==> config.mk <==
export PLATFORM = sky130hd
export DESIGN_NAME = rob_commit
export DESIGN_NICKNAME = d
export VERILOG_FILES = /design/src/rtl/rob_pkg.sv /design/src/rtl/rob_ptr_ctrl.sv /design/src/rtl/rob_commit.sv
export SDC_FILE = /design/constraint.sdc
export NUM_CORES = 2
export LEC_CHECK = 0
export CORE_UTILIZATION = 55
export CTS_BUF_LIST = sky130_fd_sc_hd__clkbuf_4
export CTS_CLUSTER_DIAMETER = 100
export DETAILED_ROUTE_END_ITERATION = 6
export MAX_ROUTING_LAYER = met4
export PLACE_DENSITY = 0.76
export SYNTH_ARGS = -nofsm -noshare
export SYNTH_HDL_FRONTEND = slang
export SYNTH_SLANG_ARGS = --single-unit
export TNS_END_PERCENT = 50
==> constraint.sdc <==
create_clock -name clk -period 8.6 [get_ports clk]
set_clock_uncertainty 0.05 [all_clocks]
set_input_delay 0.86 -clock clk [delete_from_list [all_inputs] [get_ports clk]]
set_output_delay 0.86 -clock clk [all_outputs]
set_load 0.1 [all_outputs]
==> src/rtl/rob_pkg.sv <==
// Shared types and opcode constants for the reorder buffer / retire stage.
package rob_pkg;

  localparam logic [4:0] OPC_STORE  = 5'b01000;
  localparam logic [4:0] OPC_BRANCH = 5'b11000;

  // Per-entry payload; valid/done live in separate resettable flops.
  typedef struct packed {
    logic [31:0] pc;
    logic [31:0] inst;
    logic [5:0]  ard;
    logic        is_store;
    logic [31:0] data;
    logic [31:0] addr;
    logic [31:0] sdata;
    logic [3:0]  mask;
  } rob_entry_t;

  typedef struct packed {
    logic        valid;
    logic [31:0] pc;
    logic [31:0] inst;
    logic [5:0]  ard;
    logic [31:0] data;
    logic        st;
    logic [31:0] st_addr;
    logic [31:0] st_data;
    logic [3:0]  st_mask;
  } commit_bus_t;

  function automatic logic is_store_op(input logic [31:0] inst);
    return inst[6:2] == OPC_STORE;
  endfunction

  function automatic logic is_branch_op(input logic [31:0] inst);
    return inst[6:2] == OPC_BRANCH;
  endfunction

endpackage

==> src/rtl/rob_ptr_ctrl.sv <==
// Head/tail/occupancy bookkeeping for the ROB; decides dispatch and commit firing.
module rob_ptr_ctrl #(
  parameter int DEPTH = 16,
  parameter int IDX_W = $clog2(DEPTH)
) (
  input  logic             clk,
  input  logic             rst,
  input  logic             flush,
  input  logic             dis_valid,
  input  logic             head_ok,
  output logic [IDX_W-1:0] head,
  output logic [IDX_W-1:0] tail,
  output logic             dis_ready,
  output logic             empty,
  output logic             dispatch_fire,
  output logic             commit_fire
);

  localparam logic [IDX_W:0] FULL_CNT = (IDX_W+1)'(DEPTH);

  logic [IDX_W-1:0] head_reg, tail_reg;
  logic [IDX_W:0]   count_reg;

  // Full is judged on the registered count only: no bypass from a same-cycle commit.
  assign dis_ready     = (count_reg != FULL_CNT);
  assign empty         = (count_reg == '0);
  assign dispatch_fire = dis_valid && dis_ready && !flush;
  assign commit_fire   = head_ok && !flush;
  assign head          = head_reg;
  assign tail          = tail_reg;

  always_ff @(posedge clk or negedge rst) begin
    if (!rst) begin
      head_reg  <= '0;
      tail_reg  <= '0;
      count_reg <= '0;
    end else if (flush) begin
      head_reg  <= '0;
      tail_reg  <= '0;
      count_reg <= '0;
    end else begin
      if (commit_fire)   head_reg <= head_reg + 1'b1;
      if (dispatch_fire) tail_reg <= tail_reg + 1'b1;
      if (dispatch_fire && !commit_fire)      count_reg <= count_reg + 1'b1;
      else if (!dispatch_fire && commit_fire) count_reg <= count_reg - 1'b1;
    end
  end

endmodule

==> src/rtl/rob_commit.sv <==
// In-order reorder buffer: records out-of-order results, retires one entry per cycle from the head.
module rob_commit
  import rob_pkg::*;
#(
  parameter int DEPTH = 16,
  parameter int IDX_W = $clog2(DEPTH)
) (
  input  logic             clk,
  input  logic             rst,
  input  logic             flush,
  input  logic             dis_valid,
  output logic             dis_ready,
  input  logic [31:0]      dis_pc,
  input  logic [31:0]      dis_inst,
  input  logic [5:0]       dis_Ard,
  output logic [IDX_W-1:0] dis_idx,
  input  logic             wb_valid,
  input  logic [IDX_W-1:0] wb_idx,
  input  logic [31:0]      wb_data,
  input  logic             sw_valid,
  input  logic [IDX_W-1:0] sw_idx,
  input  logic [31:0]      sw_addr,
  input  logic [31:0]      sw_data,
  input  logic [3:0]       sw_mask,
  input  logic             st_ready,
  output logic             commit_valid,
  output logic [31:0]      commit_pc,
  output logic [31:0]      commit_inst,
  output logic [5:0]       commit_Ard,
  output logic [31:0]      commit_data,
  output logic             st_commit,
  output logic [31:0]      st_addr,
  output logic [31:0]      st_data,
  output logic [3:0]       st_mask,
  output logic             empty
);

  logic [IDX_W-1:0] head, tail;
  logic             dispatch_fire, commit_fire, head_ok;
  logic             wb_en, sw_en;
  logic [DEPTH-1:0] valid_reg, done_reg;
  rob_entry_t       entry_mem [DEPTH];
  rob_entry_t       head_entry;
  commit_bus_t      bus;

  rob_ptr_ctrl #(.DEPTH(DEPTH), .IDX_W(IDX_W)) u_ptr (
    .clk           (clk),
    .rst           (rst),
    .flush         (flush),
    .dis_valid     (dis_valid),
    .head_ok       (head_ok),
    .head          (head),
    .tail          (tail),
    .dis_ready     (dis_ready),
    .empty         (empty),
    .dispatch_fire (dispatch_fire),
    .commit_fire   (commit_fire)
  );

  assign dis_idx    = tail;
  assign head_entry = entry_mem[head];
  assign head_ok    = valid_reg[head] && done_reg[head] && (!head_entry.is_store || st_ready);
  assign wb_en      = wb_valid && !flush && valid_reg[wb_idx];
  assign sw_en      = sw_valid && !flush && valid_reg[sw_idx];

  // Payload storage is not reset; only valid/done gate its use.
  always_ff @(posedge clk) begin
    if (dispatch_fire) begin
      entry_mem[tail].pc       <= dis_pc;
      entry_mem[tail].inst     <= dis_inst;
      entry_mem[tail].is_store <= is_store_op(dis_inst);
      entry_mem[tail].ard      <= (is_store_op(dis_inst) || is_branch_op(dis_inst)) ? 6'd0 : dis_Ard;
    end
    if (wb_en) entry_mem[wb_idx].data <= wb_data;
    if (sw_en) begin
      entry_mem[sw_idx].addr  <= sw_addr;
      entry_mem[sw_idx].sdata <= sw_data;
      entry_mem[sw_idx].mask  <= sw_mask;
    end
  end

  for (genvar gi = 0; gi < DEPTH; gi++) begin : g_status
    logic v_reg, d_reg;

    always_ff @(posedge clk or negedge rst) begin
      if (!rst) begin
        v_reg <= 1'b0;
        d_reg <= 1'b0;
      end else if (flush) begin
        v_reg <= 1'b0;
        d_reg <= 1'b0;
      end else begin
        if (dispatch_fire && tail == IDX_W'(gi)) begin
          v_reg <= 1'b1;
          d_reg <= 1'b0;
        end else if (commit_fire && head == IDX_W'(gi)) begin
          v_reg <= 1'b0;
        end
        if ((wb_en && wb_idx == IDX_W'(gi)) || (sw_en && sw_idx == IDX_W'(gi))) d_reg <= 1'b1;
      end
    end

    assign valid_reg[gi] = v_reg;
    assign done_reg[gi]  = d_reg;
  end

  always_comb begin
    bus = '0;
    if (commit_fire) begin
      bus.valid = 1'b1;
      bus.pc    = head_entry.pc;
      bus.inst  = head_entry.inst;
      bus.ard   = head_entry.ard;
      bus.data  = head_entry.data;
      if (head_entry.is_store) begin
        bus.st      = 1'b1;
        bus.st_addr = head_entry.addr;
        bus.st_data = head_entry.sdata;
        bus.st_mask = head_entry.mask;
      end
    end
  end

  assign commit_valid = bus.valid;
  assign commit_pc    = bus.pc;
  assign commit_inst  = bus.inst;
  assign commit_Ard   = bus.ard;
  assign commit_data  = bus.data;
  assign st_commit    = bus.st;
  assign st_addr      = bus.st_addr;
  assign st_data      = bus.st_data;
  assign st_mask      = bus.st_mask;

endmodule

==> results.sh <==
export IMPL_die_h_microns=442.4
export IMPL_fp_dieW_microns=442.4
export IMPL_post_route_period_util=0.8689
export IMPL_grt_max_degree=157
export IMPL_max_slew_margin=0.1451
export IMPL_dr_pass1_iters=5
export IMPL_core_sq_mm=0.1926
export IMPL_muxShareOfSynthArea=0.1846
export IMPL_synth_xor_area_frac=0.0005747
export IMPL_setup_viol=0
export IMPL_max_freq_mhz=133.8
export IMPL_maxCapViolCount=0
export IMPL_async_flop_share=0.01618
export IMPL_synthDominantCellAreaShare=0.7702
export IMPL_grt_usage=0.2580
export IMPL_place_area_sq_mm=0.1136
export IMPL_grt_pass1_wl_microns=353600
export IMPL_cts_buffer_depth=4
export IMPL_clkTransAtPathRegs_ns=0.07
export IMPL_arrival_ns=6.56
export IMPL_largest_reg_flops=2736
export IMPL_num_vias=51225
export IMPL_cts_root_buf="clkbuf_4"
export IMPL_wl_met3_microns=20010
export IMPL_cts_max_level=6
export IMPL_total_power_mw=26.23
export IMPL_ys_flop_type="edfxtp_1"
export IMPL_worstPathRequired_ns=7.69
export IMPL_wirelength_microns=243300
export IMPL_synth_compound_area_frac=0.004375
export IMPL_boundaryPins=363
export IMPL_power_leakage_nw=37.52
export IMPL_gp_congestion=0.8376
export IMPL_synthDistinctLibCells=54
export IMPL_synth_simple_area_share=0.01800
export IMPL_routed_top_layer="met4"
export IMPL_syn_to_final_growth_pct=14.44
export IMPL_stdcell_area_sq_mm=0.1221
export IMPL_start_util=0.5539
export IMPL_layout_drive_gt1_share=0.3618
export IMPL_synth_area_sq_mm=0.1067
export IMPL_grt_overflow=0
export IMPL_die_area_sq_mm=0.1957
export IMPL_synth_seq_area_share=0.7808
export IMPL_layout_nets=5458
export IMPL_rsz0062_at_grt="false"
export IMPL_syn_avg_cell_area_sq_um=24.63
export IMPL_insertion_delay_ns=1.37
export IMPL_slew_violations=0
export IMPL_syn_nets=4529
export IMPL_wl_met1_microns=90900
export IMPL_min_delay_path_class="in -> async"
export IMPL_crit_path_start_kind="register"
export IMPL_via_per_inst=6.169
export IMPL_synth_top_family_by_area="multiplexers"
export IMPL_cts_buffers_inserted=694
export IMPL_end_kind="primary output"
export IMPL_synth_area_leaders="edfxtp_1 (77%), mux4_2 (18%), dfrtp_1 (1.1%), and2_1 (0.63%), nor2b_1 (0.46%)"
export IMPL_tightest_slew_ns=1.278
export IMPL_power_density_mw_per_mm2=214.9
export IMPL_syn_inst=4331
export IMPL_grt_pass1_vias=53595
export IMPL_hpwl_microns=122800
export IMPL_rows=161
export IMPL_synth_warnings=0
export IMPL_vdd_drop_max_mv=0.1779
export IMPL_cts_tree="built"
export IMPL_cts_resized=0
export IMPL_wire_per_inst_microns=29.30
export IMPL_dp_cells=7089
export IMPL_postCtsSetupRepairBufs=0
export IMPL_status="finished clean"
export IMPL_antenna_left=0
export IMPL_grt_antenna_before_repair=48
export IMPL_yosys_area_top_type="edfxtp_1"
export IMPL_fin_setup_tns_ns=0
export IMPL_synth_fa_ha_area_frac=0.001595
export IMPL_drt_initial_drc_count=5084
export IMPL_wl_met2_microns=123800
export IMPL_finalHoldViolCount=0
export IMPL_crit_fanout=69
export IMPL_crit_type="reg -> out"
export IMPL_synth_seq_cells=2781
export IMPL_synth_edff_count=2736
export IMPL_stdcell_count=8304
export IMPL_post_route_min_period_ns=7.472
export IMPL_io_buffers=362
export IMPL_cts_sinks=2781
export IMPL_remaining_drc_errors=0
-- cells by family (layout without fill, tap and decap cells) --
group,after synthesis,after routing
xor+xnor,7,7
buf+inv,250,1654
mux,876,876
flops,2781,2781
simple gates,335,335
fa+ha+maj,13,13
compound gates,69,69
other cells,0,43
-- power breakdown --
part | internal (mW) | leakage [nW] | total, mW | switching, mW
Sequential | 15.0 | 25.2 | 15.0 | 0.0340
Clock | 5.51 | 5.03 | 10.6 | 5.07
Combinational | 0.207 | 7.25 | 0.638 | 0.431
-- worst paths after layout --
kind | start | end | slack (ns) | cells past startpoint
hold / removal | rst | g_status[15].v_reg | 0.20 | 3
hold reg to reg | g_status[7].d_reg | g_status[7].d_reg | 0.49 | 2
setup reg to reg | u_ptr.head[0] | u_ptr.count_reg[4] | 3.43 | 13
min in group clk | sw_data[19] | entry_mem[0][23] | 0.29 | 1
max in group asynchronous | rst | u_ptr.head[0] | 7.81 | 3
setup / recovery | u_ptr.head[1] | commit_data[30] | 1.13 | 6
-- area by class of cell --
cell class / instances / area [sq um]
repair buffers: 466 / 4467
inverters: 17 / 83.83
fillers: 12628 / 70510
well taps: 2526 / 3161
multi-input cells: 1300 / 22580
clock inverters: 203 / 1101
diodes: 43 / 107.6
flip-flops and latches: 2781 / 83300
clock buffers: 968 / 7267
-- layer usage --
metal | GRT usage | vias to the layer above
met5 | - | -
met4 | 0.1063 | 0
met3 | 0.05215 | 494
met2 | 0.4104 | 2645
met1 | 0.3288 | 27043
li1 | - | 21043
-- placed cells by master (no fill, tap or decap), types with 6 or more instances in the layout --
master	Yosys	final
buf_12	0	6
buf_4	7	101
and2_1	107	103
mux4_2	871	871
inv_1	16	8
nor2_4	0	30
ha_1	12	12
edfxtp_1	2736	2736
o21ai_0	8	8
inv_2	1	22
clkinv_2	0	31
nand2_1	32	32
clkinv_1	0	137
clkdlybuf4s50_1	0	357
diode_2	0	43
a21oi_1	18	18
dfrtp_1	45	41
nor3_2	0	6
nand3_1	22	22
nor2b_1	78	78
nand4_1	10	10
inv_4	0	8
nor2_1	45	15
a31o_1	16	16
bufinv_16	0	11
o22ai_1	8	8
clkbuf_4	0	968
-- worst max-delay path, stage by stage (launching register included) --
cell	delay (ns)
dfrtp_4	1.13
buf_4	0.91
buf_4	0.88
mux4_2	0.42
mux4_2	0.49
and2_1	0.20
clkdlybuf4s50_1	0.97
-- Yosys cell counts (5+ instances only) --
| library cell | count |
|---|---|
| nor2b_1 | 78 |
| mux4_2 | 871 |
| nand4_1 | 10 |
| nor4_1 | 5 |
| a31o_1 | 16 |
| nor2_1 | 45 |
| edfxtp_1 | 2736 |
| ha_1 | 12 |
| nand2b_1 | 5 |
| buf_1 | 32 |
| o21ai_0 | 8 |
| o22ai_1 | 8 |
| nor3_1 | 9 |
| a21oi_1 | 18 |
| buf_2 | 82 |
| nand3_1 | 22 |
| inv_1 | 16 |
| buf_4 | 7 |
| clkbuf_1 | 111 |
| and2_1 | 107 |
| dfrtp_1 | 45 |
| nand2_1 | 32 |
-- metrics by stage --
stage / worst slack, ns / utilization / hold WS [ns]
6_report: 1.128 / 0.6339 / 0.2022
5_1_grt: 0.8123 / 0.6338 / 0.07702
4_1_cts: 0.9701 / 0.6333 / 0.04014
3_5_place_dp: 2.516 / 0.5898 / 0.4675
3_3_place_gp: 2.542 / 0.5898 / 0.4498
2_1_floorplan: 1.542 / - / 0.4217
-- timing repair --
| item | CTS | global route |
|---|---|---|
| hold buffers | 1 | 0 |
| endpoints found under the hold margin | 45 | 0 |
| setup endpoints to repair | 0 | 0 |
(Power assumes the default switching activity.)
